$ cat config.mk
export PLATFORM = sky130hd
export DESIGN_NAME = rom_matrix_streamer
export DESIGN_NICKNAME = d
export VERILOG_FILES = /design/src/rtl/matrix_pkg.sv /design/src/rtl/mat_index_walker.sv /design/src/rtl/rom_matrix_streamer.sv
export SDC_FILE = /design/constraint.sdc
export NUM_CORES = 1
export LEC_CHECK = 0
export CAP_MARGIN = 10
export CORE_AREA = 2 2 101 74
export CTS_CLUSTER_DIAMETER = 60
export DETAILED_ROUTE_END_ITERATION = 10
export DIE_AREA = 0 0 103 76
export MAX_ROUTING_LAYER = met4
export PLACE_DENSITY = 0.75
export SLEW_MARGIN = 10
export SYNTH_ARGS = -nofsm -noshare
export SYNTH_HDL_FRONTEND = slang
export SYNTH_SLANG_ARGS = --single-unit
$ cat constraint.sdc
create_clock -name clk -period 3.3 [get_ports clk]
set_input_delay 0.66 -clock clk [delete_from_list [all_inputs] [get_ports clk]]
set_output_delay 0.66 -clock clk [all_outputs]
set_load 0.1 [all_outputs]
$ cat src/rtl/matrix_pkg.sv
// Shared types and parameter rules for the ROM matrix streaming blocks.
// Address and dimension widths are always derived from the ROM depth.
package matrix_pkg;

    typedef enum logic [1:0] {
        IDLE,
        STREAM,
        DONE
    } stream_state_t;

    function automatic int aw_of(input int depth);
        return $clog2(depth);
    endfunction

    // One extra bit so a dimension can hold the full depth L.
    function automatic int dw_of(input int depth);
        return $clog2(depth) + 1;
    endfunction

    function automatic bit is_pow2(input int v);
        return (v > 0) && ((v & (v - 1)) == 0);
    endfunction

endpackage

$ cat src/rtl/mat_index_walker.sv
// Fetch-side index walker: tracks (row, col) and the ROM address of the next
// element, stepping incrementally in row- or column-major order.
module mat_index_walker
    import matrix_pkg::*;
#(
    parameter  int L  = 32,
    localparam int AW = aw_of(L),
    localparam int DW = dw_of(L)
) (
    input  logic          clk,
    input  logic          rst,
    input  logic          init_i,
    input  logic          step_i,
    input  logic [AW-1:0] base_addr_i,
    input  logic [DW-1:0] n_rows_i,
    input  logic [DW-1:0] n_cols_i,
    input  logic          col_major_i,
    output logic [DW-1:0] fr_o,
    output logic [DW-1:0] fc_o,
    output logic [AW-1:0] faddr_o,
    output logic          last_o
);

    logic [DW-1:0] fr_q, fr_d;
    logic [DW-1:0] fc_q, fc_d;
    logic [AW-1:0] faddr_q, faddr_d;
    logic [AW-1:0] base_q, base_d;
    logic          row_end;
    logic          col_end;

    assign row_end = (fr_q == n_rows_i - DW'(1));
    assign col_end = (fc_q == n_cols_i - DW'(1));

    always_comb begin
        fr_d    = fr_q;
        fc_d    = fc_q;
        faddr_d = faddr_q;
        base_d  = base_q;
        if (init_i) begin
            fr_d    = '0;
            fc_d    = '0;
            faddr_d = base_addr_i;
            base_d  = base_addr_i;
        end else if (step_i) begin
            if (col_major_i) begin
                // Column wrap restarts from the top of the next column.
                if (row_end) begin
                    fr_d    = '0;
                    fc_d    = fc_q + DW'(1);
                    faddr_d = base_q + fc_q[AW-1:0] + AW'(1);
                end else begin
                    fr_d    = fr_q + DW'(1);
                    faddr_d = faddr_q + n_cols_i[AW-1:0];
                end
            end else begin
                if (col_end) begin
                    fc_d = '0;
                    fr_d = fr_q + DW'(1);
                end else begin
                    fc_d = fc_q + DW'(1);
                end
                faddr_d = faddr_q + AW'(1);
            end
        end
    end

    always_ff @(posedge clk) begin
        if (rst) begin
            fr_q    <= '0;
            fc_q    <= '0;
            faddr_q <= '0;
            base_q  <= '0;
        end else begin
            fr_q    <= fr_d;
            fc_q    <= fc_d;
            faddr_q <= faddr_d;
            base_q  <= base_d;
        end
    end

    assign fr_o    = fr_q;
    assign fc_o    = fc_q;
    assign faddr_o = faddr_q;
    assign last_o  = row_end && col_end;

endmodule

$ cat src/rtl/rom_matrix_streamer.sv
// Streams a rectangular matrix from an external block_rom as a valid/ready
// element stream, with row- or column-major traversal and abort support.
module rom_matrix_streamer
    import matrix_pkg::*;
#(
    parameter  int W  = 8,
    parameter  int L  = 32,
    localparam int AW = aw_of(L),
    localparam int DW = dw_of(L)
) (
    input  logic          clk,
    input  logic          rst,
    input  logic          start,
    input  logic          abort,
    input  logic [AW-1:0] base_addr,
    input  logic [DW-1:0] n_rows,
    input  logic [DW-1:0] n_cols,
    input  logic          col_major,
    output logic [AW-1:0] rom_addr,
    input  logic [W-1:0]  rom_data,
    output logic [W-1:0]  out_data,
    output logic [DW-1:0] out_row,
    output logic [DW-1:0] out_col,
    output logic          out_last,
    output logic          out_valid,
    input  logic          out_ready,
    output logic          busy,
    output logic          done
);

    if (!is_pow2(L)) begin : g_bad_depth
        $error("rom_matrix_streamer: L must be a power of two");
    end

    stream_state_t state_q, state_d;

    logic [DW-1:0] rows_q, rows_d;
    logic [DW-1:0] cols_q, cols_d;
    logic          cm_q, cm_d;
    logic [W-1:0]  data_q, data_d;
    logic [DW-1:0] row_q, row_d;
    logic [DW-1:0] col_q, col_d;
    logic          last_q, last_d;
    logic          valid_q, valid_d;
    logic          pending_q, pending_d;

    logic          walk_init;
    logic          walk_step;
    logic [DW-1:0] fr;
    logic [DW-1:0] fc;
    logic [AW-1:0] faddr;
    logic          walk_last;
    logic          hs;

    mat_index_walker #(
        .L(L)
    ) u_walker (
        .clk         (clk),
        .rst         (rst),
        .init_i      (walk_init),
        .step_i      (walk_step),
        .base_addr_i (base_addr),
        .n_rows_i    (rows_q),
        .n_cols_i    (cols_q),
        .col_major_i (cm_q),
        .fr_o        (fr),
        .fc_o        (fc),
        .faddr_o     (faddr),
        .last_o      (walk_last)
    );

    assign hs = valid_q && out_ready;

    always_comb begin
        state_d   = state_q;
        rows_d    = rows_q;
        cols_d    = cols_q;
        cm_d      = cm_q;
        data_d    = data_q;
        row_d     = row_q;
        col_d     = col_q;
        last_d    = last_q;
        valid_d   = valid_q;
        pending_d = pending_q;
        walk_init = 1'b0;
        walk_step = 1'b0;
        unique case (state_q)
            IDLE: begin
                if (start) begin
                    rows_d = n_rows;
                    cols_d = n_cols;
                    cm_d   = col_major;
                    if ((n_rows != '0) && (n_cols != '0)) begin
                        state_d   = STREAM;
                        walk_init = 1'b1;
                        pending_d = 1'b1;
                    end else begin
                        state_d = DONE;
                    end
                end
            end
            STREAM: begin
                if (abort) begin
                    state_d   = IDLE;
                    valid_d   = 1'b0;
                    last_d    = 1'b0;
                    pending_d = 1'b0;
                end else begin
                    // Walker stays on the final index so rom_addr holds it afterwards.
                    if ((!valid_q || out_ready) && pending_q) begin
                        data_d    = rom_data;
                        row_d     = fr;
                        col_d     = fc;
                        last_d    = walk_last;
                        valid_d   = 1'b1;
                        walk_step = !walk_last;
                        pending_d = !walk_last;
                    end else if (hs) begin
                        valid_d = 1'b0;
                    end
                    if (hs && last_q) begin
                        state_d = DONE;
                    end
                end
            end
            DONE: begin
                state_d = IDLE;
            end
            default: begin
                state_d = IDLE;
            end
        endcase
    end

    always_ff @(posedge clk) begin
        if (rst) begin
            state_q   <= IDLE;
            rows_q    <= '0;
            cols_q    <= '0;
            cm_q      <= 1'b0;
            data_q    <= '0;
            row_q     <= '0;
            col_q     <= '0;
            last_q    <= 1'b0;
            valid_q   <= 1'b0;
            pending_q <= 1'b0;
        end else begin
            state_q   <= state_d;
            rows_q    <= rows_d;
            cols_q    <= cols_d;
            cm_q      <= cm_d;
            data_q    <= data_d;
            row_q     <= row_d;
            col_q     <= col_d;
            last_q    <= last_d;
            valid_q   <= valid_d;
            pending_q <= pending_d;
        end
    end

    assign rom_addr  = faddr;
    assign out_data  = data_q;
    assign out_row   = row_q;
    assign out_col   = col_q;
    assign out_last  = last_q;
    assign out_valid = valid_q;
    assign busy      = (state_q == STREAM);
    assign done      = (state_q == DONE);

endmodule
Yosys cells after proc, flatten, opt, wreduce, memory -nomap -nowiden:

Index checks and enable logic that the tools add are counted.

* bitwise logic cells: 1
* add/sub/neg operators: 8
* eq/ne operators: 9
* reductions and logical operators: 25
* mux-type cells: 31

Operators by type and width (number)
* $mux W6: 6
* $mux W5: 4
* $mux W1: 15
* $add A6 B1 Y6 const B: 2
* $eq A6 B6 Y1: 2
* $reduce_and A2 Y1: 6
* $reduce_bool A6 Y1: 2
* $sub A6 B1 Y6 const B: 2
* $add A5 B1 Y5 const B: 2
* $add A5 B5 Y5: 2
* $mux W2: 4
* $reduce_bool A2 Y1: 4
* $ne A3 B2 Y1 const B: 2
* $logic_and A1 B1 Y1: 5
* $ne A2 B2 Y1 const B: 2
* $pmux W2 S2: 1
* $reduce_and A4 Y1: 1
* $reduce_and A3 Y1: 1
* $reduce_bool A3 Y1: 1
* $eq A2 B1 Y1 const B: 1
* $eq A2 B2 Y1 const B: 1
* $logic_not A1 Y1: 2
* $logic_not A2 Y1: 1
* $ne A2 B1 Y1 const B: 1
* 4 further kinds: 4

* word-level logic and storage cells: 88
* flip-flop bits (word level): 60
* output and inout bits: 29

Logic depth before layout (Yosys ltp):

* depth after elaboration: 9
* depth in mapped cells: 10
* gate-level depth less buffers: 10

Modules after synthesis:

Synthesis repeated with hierarchy kept, for this count alone.

* cells, all modules: 387
* area, all modules: 3288.2 um^2

By module, submodules not included
* mat_index_walker: sequential area each 440.4 um^2, cells each 228, times used 1, area each 1828.0 um^2
* rom_matrix_streamer: sequential area each 760.7 um^2, cells each 159, times used 1, area each 1460.2 um^2

Least setup slack after synthesis:

No wires, ideal clock.

* path kind: reg2reg
* start: register u_walker.faddr_q[0], in the netlist u_walker.faddr_o[0]
* end: register u_walker.faddr_q[4], in the netlist u_walker.faddr_o[4]
* stages on the path, launching flop included: 11
* clock period less this slack: 2.618 ns
* setup slack: 0.682 ns
* path buffers: 0
* arrival time: 2.530 ns
* cells stage by stage: dfxtp_1 -> ha_1 -> inv_1 -> fa_1 -> inv_1 -> a21o_1 -> a21oi_1 -> xnor2_1 -> mux2i_1 -> a211oi_2 -> nor4_2

* cells in the longest elaborated chain, start to end: 5

Ends and longest elaborated chain
* start: declaration: line mat_index_walker.sv:26 `logic [AW-1:0] faddr_q, faddr_d;`
* start signal: assignment: line mat_index_walker.sv:76 `faddr_q <= faddr_d;`
* $add A5 B5 Y5: line mat_index_walker.sv:53 `faddr_d = faddr_q + n_cols_i[AW-1:0];`
* $mux W5: line mat_index_walker.sv:47 `if (row_end) begin`
* $mux W5 (*): line mat_index_walker.sv:45 `if (col_major_i) begin`
* $mux W5 (*): line mat_index_walker.sv:44 `end else if (step_i) begin`
* $mux W5 (*): line mat_index_walker.sv:39 `if (init_i) begin`

Every way passes the cells marked *; elsewhere a longest branch is shown, timed or not. The select of a mux whose other input is x is not followed.
A chain may end at the register's enable or synchronous reset.

Final worst setup path:

* start: register rows_q[0]
* end: register u_walker.fr_q[4], in the netlist u_walker.fr_o[4]

* cells in the longest elaborated chain, start to end: 8

Ends and longest elaborated chain
* start: declaration: line rom_matrix_streamer.sv:37 `logic [DW-1:0] rows_q, rows_d;`
* start signal: assignment: line rom_matrix_streamer.sv:149 `rows_q <= rows_d;`
* $sub A6 B1 Y6 (*): line mat_index_walker.sv:31 `assign row_end = (fr_q == n_rows_i - DW'(1));`
* $eq A6 B6 Y1 (*): line mat_index_walker.sv:31
* $logic_and A1 B1 Y1: line mat_index_walker.sv:84 `assign last_o = row_end && col_end;`
* $logic_not A1 Y1: line rom_matrix_streamer.sv:116 `walk_step = !walk_last;`
* $mux W1: line rom_matrix_streamer.sv:110 `if ((!valid_q || out_ready) && pending_q) begin`
* $mux W1: line rom_matrix_streamer.sv:103 `if (abort) begin`
* $mux W1: line rom_matrix_streamer.sv:87 `unique case (state_q)`
* $reduce_and A2 Y1 (no source line)
* end signal: assignment: line mat_index_walker.sv:74 `fr_q <= fr_d;`
* end: declaration: line mat_index_walker.sv:24 `logic [DW-1:0] fr_q, fr_d;`

Every way passes the cells marked *; elsewhere a longest branch is shown, timed or not.

==> results by group <==
Critical path
  – Worst Setup Path Type: flop to flop
  – Arrival @ worst endpoint: 3030 ps
  – CP peak stage delay: roughly 550 ps
  – Buffers & Inverters on Critical Path: 3
  – Most frequent CP cell: buf_4
  – Crit path cell chain: inv_1 -> ha_1 -> or3b_1 -> a211oi_1 -> nand4_2 -> o41ai_4 -> buf_4 -> buf_4 -> nor3_2 -> xnor2_1 -> nor2_1
  – CP Depth: 11
  – Required @ worst endpoint: 3520 ps
  – Worst Setup Start Kind: flop
  – FF-to-FF path depth: 11
  – Critical-path top delay cell: o41ai_4
  – Crit-path max FO: 8
  – Critical path endpoint category: flop
  – Family with the most delay on the worst path: compound AO/OA/AOI/OAI gates

Timing
  – Crit path time final: roughly 2800 ps
  – Final Slew Violations: 0
  – TNS Setup: 0 ps
  – Max Clock Freq: approximately 350 MHz
  – Clock skew: between 6 and 7 ps
  – Actual slew at the worst max-slew pin: between 600 and 700 ps
  – Final setup viols: 0
  – Slew margin rel.: around 54%
  – Final Hold Fails: 0
  – Worst setup margin: a little under 500 ps
  – Tcrit/Tclk final: 85.4%
  – Unrepaired setup endpoints after global routing: false

Clock tree
  – Worst-Skew Late Latency: 340 ps
  – Hold_buf cts: 0
  – Clock sink count: 60
  – CTS H-tree depth: 3
  – CTS max path bufs: 2
  – CTS tree: yes
  – TritonCTS Buffers: 9
  – Clock Tree Root: clkbuf_8
  – Postcts setup bufs: 0
  – CTS resizes: 0
  – Clock Pin Slew Worst Setup and Hold Paths: 70 ps

Logic synthesis
  – Most frequent cells after synthesis: 94 x nand2_1, 60 x dfxtp_1, 52 x a21oi_1
  – Syn avg cell area: approximately 8.1 um2
  – Synth area leader: dfxtp_1
  – Cell with the most instances after synthesis: nand2_1
  – Post-synth EDFFs: 0
  – Synth cell types: 53
  – Synth warnings: 0
  – Syn Nets: 455
  – Synth Flop Type: dfxtp_1
  – Ys async rst share: 0%
  – Cells after Synth: 409
  – Top cell type's share of synthesized area: 36.3%
  – Number of register bits inferred by synthesis: 60
  – Top cells by area, synth: dfxtp_1 36%, nand2_1 11%, a21oi_1 7.9%, xnor2_1 6.1%, ha_1 4.9%
  – Sequential element share of the synthesized area: between 30% and 40%
  – Synthesized area: about 0.0033 mm2

Cells and area
  – Synthesis-to-layout area growth: 26.2%
  – Share of cells above drive strength 1: 15.3%
  – Final net count: 511
  – Final non-filler cell total: 568
  – Final instance area: 0.00417 mm2
  – Antenna Cells: 0

Place
  – Placed Instances: 552
  – Post-Place Setup Slack: 398 ps
  – Port bufs: around 60
  – Routability congestion estimate: 0.896
  – Placed Area: 0.00391 mm2
  – Final HPWL DP: between 6000 and 7000 um

Die
  – Top-Level Pins: 60
  – # rows: 26
  – Core ar.: 0.00696 mm2
  – Die Area: 0.00783 mm2
  – Chip Height: 76 um
  – Starting density of the core: roughly 48%
  – Die X-Extent: 103 um

GRT
  – First-pass GRT wire length: 13600 um
  – Vias in the first global route: around 2900
  – Overall Global Routing Usage: 22.7%
  – Grt ovf: 0
  – Largest net degree at the start of global routing: 48
  – Initial antenna violation count: 0

Routing
  – Total number of vias: 2985
  – Post-Route WL: 8150 um
  – Remaining DRCs: 0
  – Vias per std cell: 5.26
  – DRT iter0 DRCs: around 190
  – Post-DRT Antenna Nets: 0
  – Pre-Repair DR Iteration Count: 4
  – Avg WL per Cell: 14.3 um

Power and ir drop
  – Power Density: 474 mW/mm2
  – LEAKAGE: between 1.5 and 2 nW
  – Tot Pwr: about 2.0 mW
  – Worst-case vdd ir drop: 238 uV

Min path
  – Worst Hold Class: flop to flop
  – Hold Path Cell Cnt: 2

Run
  – MaxCap Viol Count: 0

Outcome
  – Status: complete, no violations
==> where the power goes <==
group | total (mW) | leakage (nW) | switching, mW | internal [mW]
combinational | 0.328 | 1.04 | 0.204 | 0.124
sequential | 0.777 | 0.488 | 0.0292 | 0.748
clock | 0.872 | 0.136 | 0.287 | 0.585
==> kinds of logic after synthesis <==
kind of cell / count (synthesis) / share of synthesized area [%]
and+or+nand+nor: 163 / 23.6
adders and majority gates: 15 / 6.13
xor gates and xnor gates: 33 / 8.74
buffers and inverters: 41 / 5.15
muxes: 2 / 0.605
DFF: 60 / 36.3
AOI/OAI and AO/OA: 95 / 19.4
==> worst min-delay path: stages (launching register included) <==
cell,delay [ps]
dfxtp_1,310
nand2_1,50
a21oi_1,50
==> worst paths after layout <==
kind,startpoint,to,slack [ps]
setup / recovery,rows_q[0],u_walker.fr_o[4],480
hold / removal,out_data[4],out_data[4],450
setup reg to reg,rows_q[0],u_walker.fr_o[4],480
hold reg to reg,out_data[4],out_data[4],450
==> through the flow <==
stage / hold slack (ps) / util (%)
2_1_floorplan: 429 / -
3_3_place_gp: 442 / 56.1
3_5_place_dp: 448 / 56.1
4_1_cts: 458 / 60.0
5_1_grt: 474 / 60.0
6_report: 454 / 60.0
==> sequential cells by signal (all words and copies together), names as in the netlist <==
signal and flops:
out_data 8, cols_q 6, out_col 6, out_row 6, rows_q 6, u_walker.fc_o 6
u_walker.fr_o 6, u_walker.base_q 5, u_walker.faddr_o 5, state_q 2, cm_q 1, out_last 1
out_valid 1, pending_q 1
==> final cells by class <==
class                           instances  area [um2]
Timing Repair Buffer                   66         571
Multi-Input combinational cell        308        1940
Fill cell                             659        2790
Tap cell                               98         123
Inverter                               20        75.1
Clock buffer                           13         179
Clock inverter                          3        90.1
Sequential cell                        60        1200
==> cells in the final DEF, fill, tap and decap left out, types with 3 or more instances in the layout <==
| master | netlist | layout |
|---|---|---|
| o21ai_1 | 5 | 5 |
| a21o_1 | 6 | 6 |
| nand2_1 | 94 | 94 |
| xor2_1 | 10 | 10 |
| and2_1 | 4 | 4 |
| o21ai_0 | 6 | 6 |
| nor2_1 | 23 | 23 |
| nand3_1 | 8 | 8 |
| clkdlybuf4s50_1 | 0 | 30 |
| buf_4 | 0 | 36 |
| or3_1 | 3 | 3 |
| a21oi_1 | 52 | 52 |
| nor2b_1 | 4 | 4 |
| bufinv_16 | 0 | 3 |
| inv_1 | 20 | 20 |
| xnor2_1 | 23 | 23 |
| ha_1 | 13 | 13 |
| nor3_1 | 4 | 4 |
| a211oi_2 | 5 | 5 |
| dfxtp_1 | 60 | 60 |
| clkbuf_8 | 0 | 13 |
==> per-layer routing <==
layer / vias up / wire [um] / track usage (%)
li1: 1501 / - / -
met1: 1375 / 3940 / 31.4
met2: 99 / 3550 / 33.1
met3: 10 / 560 / 5.32
met4: 0 / 94 / 6.32
met5: - / 0 / -
Power figures use the tool's default switching activity.
